### src/rtl/prco_fetch_pkg.sv
// prco_fetch_pkg: shared state encoding and default parameters for the fetch unit.
package prco_fetch_pkg;
   typedef enum logic [1:0] {
      S_REQ  = 2'd0,
      S_BUSY = 2'd1,
      S_WAIT = 2'd2,
      S_HALT = 2'd3
   } fetch_state_e;
   localparam int unsigned PRCO_ADDR_W   = 8;
   localparam int unsigned PRCO_INSTR_W  = 16;
   localparam int unsigned PRCO_RESET_PC = 0;
endpackage

### src/rtl/prco_fetch.sv
// prco_fetch: instruction fetch FSM and PC register feeding prco_decoder,
// one outstanding memory read at a time, with redirect and halt handling.
module prco_fetch
   import prco_fetch_pkg::*;
#(
   parameter int unsigned ADDR_W   = PRCO_ADDR_W,
   parameter int unsigned INSTR_W  = PRCO_INSTR_W,
   parameter logic [ADDR_W-1:0] RESET_PC = ADDR_W'(PRCO_RESET_PC)
) (
   input  logic               i_clk,
   input  logic               i_reset,
   input  logic               i_en,
   input  logic               i_fetch,
   input  logic               i_redirect,
   input  logic [ADDR_W-1:0]  i_redirect_pc,
   input  logic               i_halt,
   output logic               q_imem_req,
   output logic [ADDR_W-1:0]  q_imem_addr,
   input  logic               i_imem_ack,
   input  logic [INSTR_W-1:0] i_imem_data,
   output logic               q_ce,
   output logic [INSTR_W-1:0] q_instr,
   output logic [ADDR_W-1:0]  q_pc,
   output logic               q_halted
);
   fetch_state_e       r_state, w_next;
   logic [ADDR_W-1:0]  r_pc, r_addr, r_qpc;
   logic [INSTR_W-1:0] r_instr;
   logic               r_drop, r_halt_pend, r_ce;
   logic               w_redir, w_issue, w_deliver, w_busy_wait;

   // halt outranks redirect, and nothing moves the PC once halted
   assign w_redir     = i_redirect & ~i_halt & (r_state != S_HALT);
   assign w_issue     = (r_state == S_REQ) & (w_next == S_BUSY);
   assign w_deliver   = (r_state == S_BUSY) & (w_next == S_WAIT);
   assign w_busy_wait = (r_state == S_BUSY) & ~i_imem_ack;

   always_ff @(posedge i_clk or negedge i_reset) begin
      if (!i_reset) r_state <= S_REQ;
      else          r_state <= w_next;
   end

   always_comb begin
      w_next = r_state;
      case (r_state)
         S_REQ:   w_next = i_halt ? S_HALT : (i_en & ~i_redirect) ? S_BUSY : S_REQ;
         S_BUSY:  w_next = ~i_imem_ack ? S_BUSY :
                           (r_halt_pend | i_halt) ? S_HALT :
                           (r_drop | i_redirect) ? S_REQ : S_WAIT;
         S_WAIT:  w_next = i_halt ? S_HALT : (i_fetch | i_redirect) ? S_REQ : S_WAIT;
         default: w_next = S_HALT;
      endcase
   end

   always_ff @(posedge i_clk or negedge i_reset) begin
      if (!i_reset) begin
         r_pc        <= RESET_PC;
         r_addr      <= RESET_PC;
         r_qpc       <= '0;
         r_instr     <= '0;
         r_ce        <= 1'b0;
         r_drop      <= 1'b0;
         r_halt_pend <= 1'b0;
      end else begin
         r_pc        <= w_redir ? i_redirect_pc : w_deliver ? r_addr + 1'b1 : r_pc;
         r_addr      <= w_issue ? r_pc : r_addr;
         r_qpc       <= w_deliver ? r_addr : r_qpc;
         r_instr     <= w_deliver ? i_imem_data : r_instr;
         r_ce        <= w_deliver;
         r_drop      <= w_busy_wait & (r_drop | w_redir);
         r_halt_pend <= w_busy_wait & (r_halt_pend | i_halt);
      end
   end

   always_comb begin
      q_imem_req  = (r_state == S_BUSY);
      q_imem_addr = r_addr;
      q_ce        = r_ce;
      q_instr     = r_instr;
      q_pc        = r_qpc;
      q_halted    = (r_state == S_HALT);
   end
endmodule
### config.mk
export PLATFORM = sky130hd
export DESIGN_NAME = prco_fetch
export DESIGN_NICKNAME = d
export VERILOG_FILES = /design/src/rtl/prco_fetch_pkg.sv /design/src/rtl/prco_fetch.sv
export SDC_FILE = /design/constraint.sdc
export NUM_CORES = 1
export LEC_CHECK = 0
export ABC_AREA = 0
export CORE_MARGIN = 2
export CORE_UTILIZATION = 42
export CTS_BUF_LIST = sky130_fd_sc_hd__clkbuf_8
export DETAILED_ROUTE_END_ITERATION = 10
export PLACE_DENSITY = 0.88
export SETUP_SLACK_MARGIN = 0.05
export SLEW_MARGIN = 20
export SYNTH_ARGS = -nofsm -noshare
export SYNTH_HDL_FRONTEND = slang
export SYNTH_SLANG_ARGS = --single-unit
### constraint.sdc
create_clock -name i_clk -period 1.5 [get_ports i_clk]
set_input_delay 0.3 -clock i_clk [delete_from_list [all_inputs] [get_ports i_clk]]
set_output_delay 0.3 -clock i_clk [all_outputs]
set_load 0.01 [all_outputs]
# Yosys cells after proc, flatten, opt, wreduce, memory -nomap -nowiden
# Cells that the tools add are included.
totals:
  regBits: 45
  inputBits: 31
  output_inout_bits: 35
  word_cells: 42
op_classes:
  add_sub_neg: 1
  eq_ne: 6
  mux: 10
  n_bitwise: 15
  reduce_logical: 2
ops:
  columns: ["cell", "count"]
  rows:
  - ["8-bit 2-to-1 mux", 2]
  - ["2-bit 2-to-1 mux", 6]
  - ["8-bit by 1-bit adder with 8-bit output, second input constant", 1]
  - ["1-bit bitwise AND", 8]
  - ["2-bit == test, second input constant", 3]
  - ["2-bit case mux with 3 select lines", 1]
  - ["2-bit by 1-bit == test with 1-bit output, second input constant", 2]
  - ["1-bit OR", 4]
  - ["1-bit NOT", 3]
  - ["2-bit logical NOT", 1]
  - ["2-bit inequality test, second input constant", 1]
  - ["2-bit nonzero test", 1]
  - ["1-bit 2-to-1 mux", 1]

# Logic depth before layout (Yosys ltp)
logic_depth:
  ltp_word: 9
  ltp_mapped: 8
  mapped_depth_nobuf: 6

# Worst setup path after synthesis
# OpenSTA, ideal clock, no wires.
synth_timing:
  path_kind: "register to register"
  startpoint: "register r_state[1]"
  endpoint: "register r_addr[0], in the netlist q_imem_addr[0]"
  setup_time_ps: 125
  t_arrival_ps: 1263
  t_required_ps: 1375
  setup_slack_ps: 112
  stages_incl_launch_ff: 4
  path_buffers: 0
  synth_period_minus_slack_ps: 1388
  path_cell_list: "dfrtp_1 nand2b_1 nor4_4 mux2_2"
synth_between:
  elab_chain_cells: 4
  elab_cells_between_ends: 6
  cone_classes: "eq/ne (3); mux (1); bitwise (1); reduce/logical (1)"
synth_rtl:
  columns: ["element", "line_no", "text"]
  rows:
  - ["from (decl)", "prco_fetch.sv:26", "fetch_state_e r_state, w_next;"]
  - ["from (signal assigned)", "prco_fetch.sv:40", "else r_state <= w_next;"]
  - ["2-bit == test (tied with other cells)", "prco_fetch.sv:45", "case (r_state)"]
  - ["2-bit case mux with 3 select lines", "prco_fetch.sv:45", null]
  - ["2-bit by 1-bit == test with 1-bit output", "prco_fetch.sv:34", "assign w_issue = (r_state == S_REQ) & (w_next == S_BUSY);"]
  - ["1-bit bitwise AND *", "prco_fetch.sv:34", null]
  - ["to (signal assigned)", "prco_fetch.sv:66", "r_addr <= w_issue ? r_pc : r_addr;"]
  - ["to (decl)", "prco_fetch.sv:27", "logic [ADDR_W-1:0] r_pc, r_addr, r_qpc;"]
# Mark *: on every way between the ends. The rest lies on a longest branch, timed or not.
# A chain may end at the register's enable or synchronous reset.

# Worst setup path in the final report
layout_timing:
  startpoint: "register r_state[1]"
  endpoint: "register r_pc[0]"
layout_between:
  elab_chain_cells: 5
  elab_cells_between_ends: 10
  cone_classes: "eq/ne (4); mux (2); bitwise (2); reduce/logical (2)"
layout_rtl:
  columns: ["element", "line_no", "text"]
  rows:
  - ["2-bit == test (tied with other cells)", "prco_fetch.sv:45", null]
  - ["2-bit case mux with 3 select lines", "prco_fetch.sv:45", null]
  - ["2-bit == test", "prco_fetch.sv:35", "assign w_deliver = (r_state == S_BUSY) & (w_next == S_WAIT);"]
  - ["1-bit bitwise AND", "prco_fetch.sv:35", null]
  - ["2-bit nonzero test (no line)", null, null]
  - ["to (signal assigned)", "prco_fetch.sv:65", "r_pc <= w_redir ? i_redirect_pc : w_deliver ? r_addr + 1'b1 : r_pc;"]
  - ["to (decl)", "prco_fetch.sv:27", null]
# Parallel ways exist; a longest one is shown, timed or not.

==> impl_metrics.py <==
metrics = {
    "status": {
        "status": "finished with violations",
        "violated_checks": "setup timing",
    },
    "power_and_ir_drop": {
        "power.static_leakage_uw": 0.00166,
        "ir_worst_vdd_uv": 585,
        "pwr_density_cell_mw_per_mm2": 956,
    },
    "finish": {
        "fillers": 333,
        "post_route_cells_drive_above_1_share": 0.226,
        "antenna_cells_inserted": 0,
        "sequential_cell_area_mm2": 0.00113,
        "multiInputGateArea_um2": 810,
        "final_core_utilization": 0.696,
        "final_cell_count_no_fill": 349,
        "design.final.nets": 328,
        "area_growth_syn_to_layout_pct": 57.6,
    },
    "timing": {
        "rsz0062_at_grt": "true",
        "fin_tns_setup_ns": -0.0423,
        "timing.final.crit_period_ns": 1.54,
        "hold_violations": 0,
        "final_critical_path_setup_slack_ns": -0.0423,
        "clock-skew-final_ns": 0.00852,
        "worstMarginPinSlew_ns": 0.369,
        "timing.slew.headroom": 0.753,
        "slew_violations": 0,
        "setup_viol": 1,
        "hold_ws_ns": 0.472,
        "highest_clock_frequency_the_design_can_meet_ghz": 0.648,
        "min_period_over_period": 1.03,
    },
    "critical_path": {
        "crit_path_max_delay_family": "buffers and inverters",
        "crit_type": "reg -> reg",
        "critical_path.cell_chain": "buf_6 -> nand2b_4 -> inv_4 -> buf_6 -> nand4_4 -> clkinv_4 -> buf_4 -> nand2b_1 -> a31oi_1",
        "r2r_start": "r_state[1]",
        "worst_setup_path_startpoint": "r_state[1]",
        "cp_data_arrival_time_ns": 1.76,
        "critical-path-top-cell-by-count": "buf_6",
        "slowest_stage": "dfrtp_1",
        "top_fanout_value_on_the_critical_path": 7,
        "worstSetupStartpointType": "flop",
        "worstPathBufferInverterCount": 5,
        "sort_of_element_at_the_end_of_the_critical_path": "flop",
        "worstPathRequired_ns": 1.72,
        "rrSetupSlack_ns": -0.04,
        "largest_incremental_delay_on_the_critical_path_ns": 0.40,
    },
    "floorplanning": {
        "die-width_um": 71.9,
        "die-area_mm2": 0.00517,
        "floorplan.rows": 24,
        "fp.coreArea_mm2": 0.00438,
        "pin_count": 66,
        "die_h_um": 71.9,
        "initial_utilization": 0.442,
    },
    "yosys": {
        "avgSynthCellArea_um2": 9.83,
        "number_of_flip_flops_and_latches_in_the_synthesized_netlist": 45,
        "post_synth_inst_count": 197,
        "synth_top_family_by_area": "simple AND/OR/NAND/NOR gates",
        "syn_nets": 229,
        "yosysWarnings": 0,
        "yosys.cell_types.count": 33,
        "synth_seq_area_share": 0.581,
        "synth_xor_area_frac": 0.0271,
        "synth.area.mux_share": 0.0517,
        "adder_cell_share_of_the_synthesized_area": 0.00646,
        "netlist_area_mm2": 0.00194,
        "synth_compound_gate_area_share": 0.0407,
        "post_synth_and_or_nand_nor_area_fraction": 0.261,
    },
    "clocking": {
        "clock_root_buffer": "clkbuf_8",
        "tritoncts": "done",
        "htree_num_levels": 2,
        "clk_path_buf_depth": 2,
        "cts-buffers-inserted": 5,
        "clk-insertion-delay-late_ns": 0.30,
        "cts.reportedPaths.clkPinSlew_ns": 0.09,
        "cts_num_sinks": 45,
    },
    "worst_hold_path": {
        "worstHoldStart": "q_instr[8]",
        "class_of_the_tightest_hold_or_removal_check": "reg -> reg",
    },
    "global_route": {
        "global_route.overflow_total": 0,
        "gr-usage-all-layers": 0.191,
        "grt_use_met1": 0.248,
        "first_global_vias": 1706,
        "grt_start_max_net_pins": 46,
        "grt_antenna_before_repair": 0,
        "global_route.usage.met2": 0.321,
        "grt_first_pass_wirelength_mm": 7.80,
        "grt_use_met3": 0.0486,
        "globalRoute.busiestLayer": "met2",
    },
    "route": {
        "wl_per_cell_um": 13.8,
        "route.detailed.drc": 0,
        "first_pass_iters": 4,
        "dr_total_vias": 1731,
        "detailedRoute.firstIterationViolations": 132,
        "routed_via_density": 4.96,
        "totalWireLength_mm": 4.81,
        "drtAntennaViolNets": 0,
    },
    "place": {
        "place_hpwl_mm": 3.15,
        "port_buffers": 65,
        "gp_routability_congestion": 0.823,
        "post-place-ws_ns": -0.299,
        "cell_total_after_placement": 326,
    },
    "run": {
        "cap_viol_max_count": 0,
    },
}
## placed cells by master, fill, tap and decap left out, types with 2 or more instances in the layout
master,count
o21ai_1,3
nor2_1,7
dfrtp_2,4
nor3_1,2
buf_4,25
bufinv_16,2
clkbuf_8,5
xnor2_1,2
o211ai_1,3
xor2_1,4
nand3_1,6
dlygate4sd2_1,34
nand2b_1,2
mux2_4,8
buf_6,6
nand2_1,83
clkdlybuf4s50_1,28
a31oi_1,2
o21ai_2,2
nand2b_4,2
buf_2,2
dfrtp_1,41
## where the power goes
group | leakage [uW] | internal (uW) | total, uW | switching [uW]
sequential | 0.000597 | 1360 | 1440 | 80.8
clock | 0.0000681 | 661 | 1060 | 400
combinational | 0.000994 | 233 | 414 | 181
## metal layers
metal / wire (um) / share of wire
met1: 2080 / 0.43
met2: 2340 / 0.49
met3: 264 / 0.055
met4: 129 / 0.027
met5: 0 / 0
## worst paths after layout
check,depth (start not counted),end
max,9,r_pc[0]
min,2,q_instr[8]
max reg2reg,9,r_pc[0]
min reg2reg,2,q_instr[8]
max in group asynchronous,3,r_state[0]
min in group asynchronous,3,q_pc[7]
## cell usage after synthesis (all sizes together)
library cell / count / share of area
a21oi: 1 / 0.0026
a31oi: 2 / 0.0065
and3: 1 / 0.0032
and3b: 1 / 0.0045
and4: 1 / 0.0045
buf: 4 / 0.019
clkbuf: 3 / 0.0058
clkinv: 1 / 0.0026
dfrtp: 45 / 0.58
ha: 1 / 0.0065
inv: 2 / 0.0039
mux2: 8 / 0.047
mux2i: 1 / 0.0052
nand2: 84 / 0.16
nand2b: 4 / 0.014
nand3: 6 / 0.016
nand3b: 1 / 0.0039
nand4: 2 / 0.014
nor2: 8 / 0.016
nor3: 3 / 0.0077
nor3b: 1 / 0.0039
nor4: 1 / 0.011
o211ai: 3 / 0.012
o21ai: 5 / 0.013
o22ai: 1 / 0.0032
o31ai: 1 / 0.0039
xnor2: 2 / 0.0090
xor2: 4 / 0.018
## cell families (layout without fill, tap and decap cells)
group | after synthesis | count (layout)
and+or+nand+nor | 113 | 113
muxes | 9 | 9
adders and majority gates | 1 | 1
buffers and inverters | 10 | 110
xor gates and xnor gates | 6 | 6
AOI/OAI and AO/OA | 13 | 13
DFF | 45 | 45
## what timing repair did
action	in CTS	in global routing
setup endpoints to repair	55	42
pin swaps	1	1
hold buffers	1	0
setup buffers	9	5
gates resized for setup	54	18
hold endpoints to repair	45	0
## cell type report
cell class | count | area share
clock buffers | 5 | 0.0226
repair buffers | 99 | 0.293
multi-input cells | 142 | 0.265
clock inverters | 3 | 0.0213
flip-flops and latches | 45 | 0.371
inverters | 3 | 0.00615
well taps | 52 | 0.0213
## state kept, by name (all words and copies together) (netlist names)
| name | flops |
|---|---|
| q_pc | 8 |
| q_instr | 16 |
| r_drop | 1 |
| q_ce | 1 |
| r_pc | 8 |
| r_halt_pend | 1 |
| r_state | 2 |
| q_imem_addr | 8 |
## per-stage QoR
stage,total power (uW),area (um2)
after global placement,1880,2750
after floorplan,1610,1940
after detailed placement,1900,2750
final,2920,3050
after CTS,2920,2960
after global routing,3070,3050
## worst min-delay path, delay by kind of cell (launching register included)
| kind | cells | cell delay [ns] |
|---|---|---|
| flops | 1 | 0.34 |
| simple gates | 2 | 0.10 |
Note: power is estimated with default switching activity, not from simulation.
